==> src/rtl/pipeline_ctrl_pkg.sv <==
// Shared types and constants for the pipeline hazard sequencer.
package pipeline_ctrl_pkg;

    typedef enum logic [1:0] {
        RUN      = 2'd0,
        MEM_WAIT = 2'd1,
        ERR      = 2'd2
    } hazState_t;

    localparam logic [1:0] RESULTSRC_LOAD = 2'b01;
    localparam logic [4:0] REG_X0         = 5'd0;

    typedef struct packed {
        logic stallF;
        logic stallD;
        logic stallE;
        logic stallM;
        logic flushD;
        logic flushE;
        logic flushW;
    } stageCtrl_t;

    function automatic logic isLoadUse(
        input logic [1:0] resultSrc,
        input logic       regWrite,
        input logic [4:0] rd,
        input logic [4:0] rs1,
        input logic [4:0] rs2
    );
        return (resultSrc == RESULTSRC_LOAD) && regWrite && (rd != REG_X0) &&
               ((rd == rs1) || (rd == rs2));
    endfunction

endpackage

==> src/rtl/pipeline_hazard_ctrl_sat_counter.sv <==
// Saturating up-counter with synchronous active-low clear.
module sat_counter #(
    parameter int W = 32
) (
    input  logic         clk,
    input  logic         rst,
    input  logic         inc,
    output logic [W-1:0] count
);

    always_ff @(posedge clk) begin
        if (!rst)
            count <= '0;
        else if (inc && (count != {W{1'b1}}))
            count <= count + 1'b1;
    end

endmodule

==> src/rtl/pipeline_hazard_ctrl.sv <==
// Stall/flush sequencer for the 5-stage pipeline: load-use, taken branch,
// and multi-cycle data-memory waits with a timeout trap.
module pipeline_hazard_ctrl #(
    parameter int CNT_W       = 32,
    parameter int MEM_TIMEOUT = 256,
    parameter int TO_W        = 9
) (
    input  logic             clk,
    input  logic             rst,
    input  logic [4:0]       RS1_D,
    input  logic [4:0]       RS2_D,
    input  logic [4:0]       Rd_E,
    input  logic             RegWrite_E,
    input  logic [1:0]       ResultSrc_E,
    input  logic             PCSrc_E,
    input  logic             MemAccess_M,
    input  logic             MemReady_M,
    output logic             Stall_F,
    output logic             Stall_D,
    output logic             Stall_E,
    output logic             Stall_M,
    output logic             Flush_D,
    output logic             Flush_E,
    output logic             Flush_W,
    output logic             Mem_Err,
    output logic [CNT_W-1:0] Stall_Cnt,
    output logic [CNT_W-1:0] Flush_Cnt
);

    import pipeline_ctrl_pkg::*;

    localparam logic [TO_W-1:0] WAIT_LAST = TO_W'(MEM_TIMEOUT - 1);

    hazState_t       state, stateNext;
    logic [TO_W-1:0] waitCnt;
    logic            memHold, loadUse, timeoutHit, branchFlush;
    stageCtrl_t      ctrl;

    assign loadUse    = isLoadUse(ResultSrc_E, RegWrite_E, Rd_E, RS1_D, RS2_D);
    assign memHold    = ((state == RUN) && MemAccess_M && !MemReady_M) ||
                        ((state == MEM_WAIT) && !MemReady_M);
    assign timeoutHit = (state == MEM_WAIT) && !MemReady_M && (waitCnt == WAIT_LAST);
    // A branch parked in E during a wait re-resolves on the release cycle.
    assign branchFlush = rst && (state != ERR) && !memHold && PCSrc_E;

    always_ff @(posedge clk) begin
        if (!rst)
            state <= RUN;
        else
            state <= stateNext;
    end

    always_comb begin
        stateNext = state;
        case (state)
            RUN:      if (MemAccess_M && !MemReady_M) stateNext = MEM_WAIT;
            MEM_WAIT: begin
                if (MemReady_M)      stateNext = RUN;
                else if (timeoutHit) stateNext = ERR;
            end
            ERR:      stateNext = ERR;
            default:  stateNext = RUN;
        endcase
    end

    // Held at zero outside MEM_WAIT, so every wait starts counting from 0.
    always_ff @(posedge clk) begin
        if (!rst || (state != MEM_WAIT))
            waitCnt <= '0;
        else if (!MemReady_M && (waitCnt != WAIT_LAST))
            waitCnt <= waitCnt + 1'b1;
    end

    always_comb begin
        ctrl = '0;
        if (!rst) begin
            ctrl.flushD = 1'b1;
            ctrl.flushE = 1'b1;
            ctrl.flushW = 1'b1;
        end else if ((state == ERR) || memHold) begin
            ctrl.stallF = 1'b1;
            ctrl.stallD = 1'b1;
            ctrl.stallE = 1'b1;
            ctrl.stallM = 1'b1;
            ctrl.flushW = 1'b1;
        end else if (PCSrc_E) begin
            ctrl.flushD = 1'b1;
            ctrl.flushE = 1'b1;
        end else if (loadUse) begin
            ctrl.stallF = 1'b1;
            ctrl.stallD = 1'b1;
            ctrl.flushE = 1'b1;
        end
    end

    assign Stall_F = ctrl.stallF;
    assign Stall_D = ctrl.stallD;
    assign Stall_E = ctrl.stallE;
    assign Stall_M = ctrl.stallM;
    assign Flush_D = ctrl.flushD;
    assign Flush_E = ctrl.flushE;
    assign Flush_W = ctrl.flushW;
    assign Mem_Err = rst && (state == ERR);

    sat_counter #(.W(CNT_W)) uStallCnt (
        .clk   (clk),
        .rst   (rst),
        .inc   (ctrl.stallF),
        .count (Stall_Cnt)
    );

    sat_counter #(.W(CNT_W)) uFlushCnt (
        .clk   (clk),
        .rst   (rst),
        .inc   (branchFlush),
        .count (Flush_Cnt)
    );

endmodule
==> config.mk <==
export PLATFORM = sky130hd
export DESIGN_NAME = pipeline_hazard_ctrl
export DESIGN_NICKNAME = d
export VERILOG_FILES = /design/src/rtl/pipeline_ctrl_pkg.sv /design/src/rtl/pipeline_hazard_ctrl_sat_counter.sv /design/src/rtl/pipeline_hazard_ctrl.sv
export SDC_FILE = /design/constraint.sdc
export NUM_CORES = 1
export LEC_CHECK = 0
export CAP_MARGIN = 20
export CORE_MARGIN = 2
export CORE_UTILIZATION = 50
export DETAILED_ROUTE_END_ITERATION = 8
export PLACE_DENSITY = 0.81
export SYNTH_ARGS = -nofsm -noshare
export SYNTH_HDL_FRONTEND = slang
export SYNTH_SLANG_ARGS = --single-unit
==> constraint.sdc <==
create_clock -name clk -period 3 [get_ports clk]
set_clock_uncertainty 0.1 [all_clocks]
set_input_delay 0.75 -clock clk [delete_from_list [all_inputs] [get_ports clk]]
set_output_delay 0.75 -clock clk [all_outputs]
set_load 0.02 [all_outputs]
# Word-level counts from Yosys, hierarchy flattened

Index checks and enable logic that the tools add are counted.

Flip-flop bits (word level): 75
Output and inout port bits: 72
Word-level logic and storage cells: 60

Reduce and logical (&&, ||, !) cells: 25
Multiplexer cells: 15
Add/subtract/negate cells: 3
Equality and inequality tests: 13

Operators with widths:

| kind                  | count |
|---|---|
| $add 32x1->32 const B | 2 |
| $ne 32x32->1 const B  | 2 |
| $mux 2                | 8 |
| $logic_and 1x1->1     | 15 |
| $eq 5x5->1            | 2 |
| $add 9x1->9 const B   | 1 |
| $eq 9x8->1 const B    | 1 |
| $ne 9x8->1 const B    | 1 |
| $pmux 2 s3            | 1 |
| $reduce_bool 5->1     | 1 |
| $eq 2x1->1 const B    | 2 |
| $logic_or 1x1->1      | 4 |
| $mux 1                | 4 |
| $mux 4                | 1 |
| $ne 2x1->1 const B    | 2 |
| $logic_not 1->1       | 3 |
| $mux 3                | 1 |
| $ne 3x3->1 const B    | 1 |
| $eq 2x2->1 const B    | 1 |
| $logic_not 2->1       | 1 |
| $ne 2x2->1 const B    | 1 |
| $reduce_and 2->1      | 1 |

# Depth between registers and ports, before layout

Gate-level depths: netlist of run 1.

Depth in word-level cells: 9
Gate-level depth with buffers: 9
Gate-level depth less buffers: 9

# Modules after synthesis

From an unflattened synthesis of run 1, not the netlist that was laid out.

Cells, all modules: 483
Area, all modules: 4102.7 um^2

Modules (own cells, without submodules):

| module               | sequential area each (um^2) | area an instance (um^2) | times used | cells each |
|---|---|---|---|---|
| sat_counter          | 640.6                       | 1704.1                  | 2          | 200 |
| pipeline_hazard_ctrl | 220.2                       | 694.4                   | 1          | 83 |

# Worst setup path after synthesis of run 1

OpenSTA, ideal clock, no wires.

Kind: input port to output port
From: input port Rd_E[2]
To: output port Stall_F
Arrival: 2121 ps
Path slack: 29 ps
Stages on the path: 7
Path through: xor2_1 > nor3_2 > a22oi_1 > o41a_1 > buf_6 > inv_1 > buf_4

Longest elaborated chain between the ends: 7
Elaborated cells between the ends (all ways): 10

RTL lines:

| item                                                         | line                                             | text |
|---|---|---|
| from (decl)                                                  | pipeline_hazard_ctrl.sv:12                       | `input logic [4:0] Rd_E,` |
| $eq 5x5->1 / $reduce_bool 5->1 (equally long branches)       | pipeline_ctrl_pkg.sv:31, pipeline_ctrl_pkg.sv:30 |  |
| $logic_or 1x1->1 / $logic_and 1x1->1 (equally long branches) | pipeline_ctrl_pkg.sv:31, pipeline_ctrl_pkg.sv:30 |  |
| $logic_and 1x1->1 *                                          | pipeline_ctrl_pkg.sv:30                          | `return (resultSrc == RESULTSRC_LOAD) && regWrite && (rd != REG_X0) &&` |
| $mux 2 *                                                     | pipeline_hazard_ctrl.sv:89                       | `end else if (loadUse) begin` |
| $mux 2 *                                                     | pipeline_hazard_ctrl.sv:86                       | `end else if (PCSrc_E) begin` |
| $mux 2 *                                                     | pipeline_hazard_ctrl.sv:80                       | `end else if ((state == ERR) \|\| memHold) begin` |
| $mux 4 *                                                     | pipeline_hazard_ctrl.sv:76                       | `if (!rst) begin` |
| to (decl)                                                    | pipeline_hazard_ctrl.sv:18                       | `output logic Stall_F,` |

Mark *: on every way between the ends. The rest lies on a longest branch, timed or not.

# Final worst setup path of run 1

From: input port RS1_D[2]
To: output port Flush_E

Longest elaborated chain between the ends: 7

RTL lines:

| item              | line                       | text |
|---|---|---|
| from (decl)       | pipeline_hazard_ctrl.sv:10 | `input logic [4:0] RS1_D,` |
| $eq 5x5->1        | pipeline_ctrl_pkg.sv:31    | `((rd == rs1) \|\| (rd == rs2));` |
| $logic_or 1x1->1  | pipeline_ctrl_pkg.sv:31    |  |
| $logic_and 1x1->1 | pipeline_ctrl_pkg.sv:30    |  |
| $mux 1            | pipeline_hazard_ctrl.sv:89 |  |
| $mux 1            | pipeline_hazard_ctrl.sv:86 |  |
| $mux 2            | pipeline_hazard_ctrl.sv:80 |  |
| $mux 3            | pipeline_hazard_ctrl.sv:76 |  |
| to (decl)         | pipeline_hazard_ctrl.sv:23 | `output logic Flush_E,` |

Every way passes these cells.

==> results of run 1 <==
-- cell type report --
class                      instances  area (µm²)
clock buffer                      12         155
inverter                           5        18.8
sequential                        75        1500
multi-input combinational        358        2280
fill                             627        2460
clock inverter                     4        48.8
timing repair buffer             113        1060
tap                              102         128
-- cells by family (layout without fill, tap and decap cells) --
logic type | after synthesis | count (layout) | synth area share
and+or+nand+nor | 234 | 234 | 0.334
DFF | 75 | 75 | 0.386
AOI/OAI and AO/OA | 68 | 68 | 0.109
xor gates and xnor gates | 37 | 37 | 0.0833
buffers and inverters | 26 | 134 | 0.0360
muxes | 15 | 15 | 0.0386
adders and majority gates | 4 | 4 | 0.0129
-- critical path, cell delays in order --
cell and delay (ns):
buf_6 0.09, xor2_2 0.17, nor3_2 0.19, a22oi_1 0.12
or4_1 0.51, a21oi_2 0.20, buf_6 0.14
-- layout by cell type, fill, tap and decap left out, drive strengths merged, types with 12 or more instances in the layout --
cell           instances
dfxtp                 75
clkdlybuf4s50         70
nand2                 43
nor2                  40
nand3                 29
xor2                  28
buf                   27
nand4                 25
o21ai                 24
a21oi                 23
and3                  20
clkbuf                19
or3                   18
mux2i                 15
nand2b                13
nor3                  12
-- per-stage QoR --
step / total power [mW] / cells / setup TNS, ns / setup slack [ns] / hold WS (ns)
finish: 1.96 / 669 / -0.0292 / -0.0292 / 0.381
CTS: 1.98 / 669 / -0.0844 / -0.0844 / 0.385
global route: 2.04 / 669 / -0.0386 / -0.0386 / 0.417
detailed placement: 1.18 / 651 / -13.25 / -0.931 / 0.372
global placement: 1.17 / 651 / -9.36 / -0.803 / 0.369
floorplan: 1.10 / 459 / 0 / 0.0289 / 0.359
-- power groups by stage --
stage          clock [mW]  combinational [mW]  sequential [mW]
6_report            0.811               0.148             1.01
5_1_grt             0.869               0.159             1.01
4_1_cts             0.824               0.148             1.01
3_5_place_dp            0               0.148             1.03
3_3_place_gp            0               0.143             1.03
2_1_floorplan           0              0.0716             1.03
-- timing repair --
item / 4_1_cts / 5_1_grt
resized for setup: 51 / 34
setup endpoints to repair: 11 / 7
pin swaps: 9 / 12
buffers inserted: 2 / 0
-- state kept, by name, summed over array words and instances, names as in the netlist --
| register | flops |
|---|---|
| uFlushCnt.count | 32 |
| uStallCnt.count | 32 |
| waitCnt | 9 |
| state | 2 |
-- path summary, 6_finish.rpt --
kind              cells past startpoint                             start                                to  slack [ns]
setup / recovery                      7                          RS1_D[2]                           Flush_E       -0.03
hold / removal                        2  uStallCnt.count[11]$_SDFFE_PN0P_  uStallCnt.count[11]$_SDFFE_PN0P_        0.38
setup reg to reg                      6   uFlushCnt.count[0]$_SDFFE_PN0P_  uFlushCnt.count[18]$_SDFFE_PN0P_        0.59
hold reg to reg                       2  uStallCnt.count[11]$_SDFFE_PN0P_  uStallCnt.count[11]$_SDFFE_PN0P_        0.38
-- metal layers --
layer / vias to the layer above / track usage
met5: - / 0
met1: 1774 / 0.277
met3: 19 / 0.0608
met4: 0 / 0.0945
met2: 107 / 0.396
li1: 1874 / -
==> impl_metrics.ini, run 1 <==
[run_status]
status = finished with violations
violations = setup timing

[logic_synthesis]
synth-seq-cells = 75
yosys.area.top_type = dfxtp_1
synthDistinctLibCells = 47
yosysMostFrequentCell = dfxtp_1
synth.avg_cell_area_um2 = 8.47
ys_warn_count = 0
yosys_most_used_dff = dfxtp_1
yosysTopAreaCellShare = 0.386
synth_edf_count = 0
synth.area.top_cells = dfxtp_1, xor2_1, nand2_1
syn_area_um2 = 3890
synthTopCellsByCount = dfxtp_1, nand2_1, nor2_1
seq_area_frac_synth = 0.386
synth_nets = 486
postSynthCellCount = 459
synthArstFlopShare = 0

[worst_hold_path]
min_path_type = register to register

[floorplan]
die_area_um2 = 8500
io_pins = 95
die_h_um = 92.2
die_x_um = 92.2
num_rows = 32
core-area_um2 = 7650
start_util = 0.509

[drt]
via_count = 3774
drt-initial-drc-count = 127
wl_met1_mm = 4.16
dr_wl_met3_um = 551
first_pass_iters = 4
wl_met2_mm = 4.76
wl_per_cell_um = 14.5
drtAntennaViolNets = 0
wl_mm = 9.68
via_per_inst = 5.64
top_layer_used = met4
route.detailed.drc = 0

[sta]
finalCriticalPeriod_ns = 3.03
max_slew_margin = 0.553
fmax_mhz = 330
finalHoldViolCount = 0
slew_violations = 0
rsz0062_at_grt = yes
setup_viol = 1
setup_ws_ns = -0.0292
min_period_over_period = 1.01
worstMarginPinSlew_ns = 0.665

[power]
power_density_nw_per_um2 = 379
pwr-share-comb = 0.075
power_switching_uw = 472
internal_power_mw = 1.49
ir_worst_vdd_mv = 0.225
pwr-share-seq = 0.512
clock_power_share = 0.413
power_leakage_nw = 1.83
power.share.switching = 0.240

[setup_path]
crit_required_ns = 2.15
crit_type = input pin to primary output
cp-start-kind = input pin
crit_path_end_kind = primary output
crit_fanout = 2
cp.arrival_ns = 2.18

[placement]
finalWeightedCongestion = 0.866
dpl_cell_area_um2 = 4960
dp_hpwl_mm = 6.82
port_buffers = 94

[finish]
final_util = 0.678
final_area_um2 = 5180
drive_gt1_frac = 0.122
num_antenna_cells = 0
syn2layout_area_growth_pct = 33.3
fin_nets = 589

[clocking]
numCtsBuffers = 9
clk_pin_slew_ns = 0.07
tritoncts = done
cts_root_buffer = clkbuf_8
hold_buffers = 0
htree_levels = 3
cts_sinks = 75
cts.path.max_buffers = 2
worstSkewPairLatency_ns = 0.36

[job]
max_cap_viol_count = 0

[global_route]
grt_max_degree = 46
grt_pass1_vias = 3530
antenna_found_initial = 0
grt_usage = 0.232
overflow = 0
grt_pass1_wl_mm = 16.0
Note: power is estimated with default switching activity, not from simulation.
==> run 2: changes to the inputs <==
--- a/config.mk
+++ b/config.mk
@@ -9,6 +9,7 @@
 export CORE_MARGIN = 2
 export CORE_UTILIZATION = 50
 export DETAILED_ROUTE_END_ITERATION = 8
+export GPL_TIMING_DRIVEN = 0
 export PLACE_DENSITY = 0.81
 export SYNTH_ARGS = -nofsm -noshare
 export SYNTH_HDL_FRONTEND = slang
==> run 2 against run 1 <==
Against the previous run: the run still ends with setup timing left; die area stayed put; fmax increased by 0.61%; global-route usage grew 1.2 points; via count increased by 2.7%; clock power up 11%; cell count increased by 1.3%; setup slack improved by 0.018 ns; critical path type unchanged; flip-flop and latch count stayed put; first-iteration DRC count grew 5.5%; worst hold slack gained 0.0054 ns; final area up 1.4%; sequential power about the same.
==> impl_metrics.ini, run 2 (same netlist as run 1, synthesis figures left out) <==
[global_route]
grt_max_degree = 13
overflow = 0
grt_pass1_wl_mm = 16.8
grt_usage = 0.245
antenna_found_initial = 0
grt_pass1_vias = 3686

[clocking]
cts_sinks = 75
hold_buffers = 0
worstSkewPairLatency_ns = 0.36
cts.path.max_buffers = 2
numCtsBuffers = 9
cts_root_buffer = clkbuf_8
htree_levels = 3
clk_pin_slew_ns = 0.08
tritoncts = done

[run_status]
status = finished with violations
violations = setup timing

[finish]
fin_nets = 598
num_antenna_cells = 0
final_common_cell = dfxtp_1
drive_gt1_frac = 0.111
final_area_um2 = 5260
reg_top3 = uFlushCnt.count x32, uStallCnt.count x32, waitCnt x9
fill_cells = 596
most-common-layout-cells = dfxtp_1, clkdlybuf4s50_1, nand2_1
syn2layout_area_growth_pct = 35.2

[sta]
slew_violations = 0
min_period_over_period = 1.00
whs_ns = 0.386
fmax_mhz = 332
max_slew_margin = 0.287
finalCriticalPeriod_ns = 3.01
rsz0062_at_grt = yes
finalHoldViolCount = 0
worstMarginPinSlew_ns = 1.06
timing.setup.tns_ns = -0.0109
setup_viol = 1
setup_ws_ns = -0.0109

[drt]
wl_mm = 10.3
via_per_inst = 5.72
route.detailed.drc = 0
drtAntennaViolNets = 0
wl_per_cell_um = 15.2
via_count = 3875
first_pass_iters = 5
drt-initial-drc-count = 134

[worst_hold_path]
min_path_type = register to register
worstHoldStart = uStallCnt.count[11]$_SDFFE_PN0P_
holdPathStages = 2

[setup_path]
r2r_start = uStallCnt.count[2]$_SDFFE_PN0P_
reg2reg_depth = 6
crit_fanout = 4
setup.worst_path.start = RS2_D[4]
cp-start-kind = input pin
crit_type = input pin to primary output
r2r_slack_ns = 0.43
crit_path_end_kind = primary output
cp.arrival_ns = 2.16
crit_required_ns = 2.15

[floorplan]
die_area_um2 = 8500
start_util = 0.509
num_rows = 32
core-area_um2 = 7650
die_x_um = 92.2
io_pins = 95
die_h_um = 92.2

[job]
max_cap_viol_count = 0

[placement]
dp_hpwl_mm = 7.38
port_buffers = 94
dpl_worst_slack_ns = -1.09
finalWeightedCongestion = 0.945
dpl_cell_area_um2 = 4960

[power]
ir_worst_vdd_mv = 0.240
power_leakage_nw = 1.83
power_density_nw_per_um2 = 392
[run 2: cell count changes in the layout (fill, tap and decap cells not counted), sizes merged]
cell	change
dlygate4sd2	+8
clkbuf	+5
clkdlybuf4s50	-4
clkdlybuf4s15	+3
clkinv	-2
clkinvlp	+2
dlymetal6s2s	-2
buf	-1
bufinv	+1
inv	-1
[run 2: metal layers]
layer / wire length, µm / vias up / part of all wire / track usage
met4: 228 / 0 / 0.022 / 0.122
li1: - / 1887 / - / -
met1: 4310 / 1827 / 0.42 / 0.296
met3: 660 / 23 / 0.064 / 0.0534
met5: 0 / - / 0 / 0
met2: 5100 / 138 / 0.50 / 0.409
[run 2: timing repair]
item | 4_1_cts | 5_1_grt
setup endpoints to repair | 8 | 3
buffers inserted | 5 | 2
pin swaps | 15 | 3
hold endpoints to repair | 0 | 0
resized for setup | 71 | 15
[run 2: power breakdown]
| part | total, mW | internal (mW) | switching [mW] | leakage, nW |
|---|---|---|---|---|
| sequential | 1.01 | 0.999 | 0.00802 | 0.604 |
| clock | 0.897 | 0.513 | 0.384 | 0.113 |
| combinational | 0.155 | 0.0665 | 0.0884 | 1.11 |
[run 2: per-stage QoR]
step / cells / utilization / power (mW)
after global routing: 678 / 0.687 / 2.12
after floorplan: 459 / - / 1.10
after detailed placement: 655 / 0.648 / 1.18
after CTS: 676 / 0.683 / 2.06
after global placement: 655 / 0.648 / 1.18
final: 678 / 0.687 / 2.06
[run 2: cell type report]
class                   instances  area, µm²  share of cell area
clock inverters                 4       72.6              0.0138
multi-input cells             358       2280               0.434
flip-flops and latches         75       1500               0.286
well taps                     102        128              0.0243
plain buffers                  21        126              0.0240
repair buffers                101        968               0.184
clock buffers                  12        155              0.0295
inverters                       5       25.0             0.00476
[run 2: worst max-delay path, cell delays in order]
cell and delay [ns]:
clkdlybuf4s15_1 0.18, xor2_1 0.18, nor3_2 0.19, a22oi_2 0.08, o41a_1 0.33, buf_6 0.13
clkinvlp_4 0.11, buf_6 0.11, buf_6 0.10
[run 2: path summary, 6_finish.rpt]
check                                endpoint
min          uStallCnt.count[11]$_SDFFE_PN0P_
min reg2reg  uStallCnt.count[11]$_SDFFE_PN0P_
max reg2reg  uStallCnt.count[29]$_SDFFE_PN0P_
max                                   Stall_F
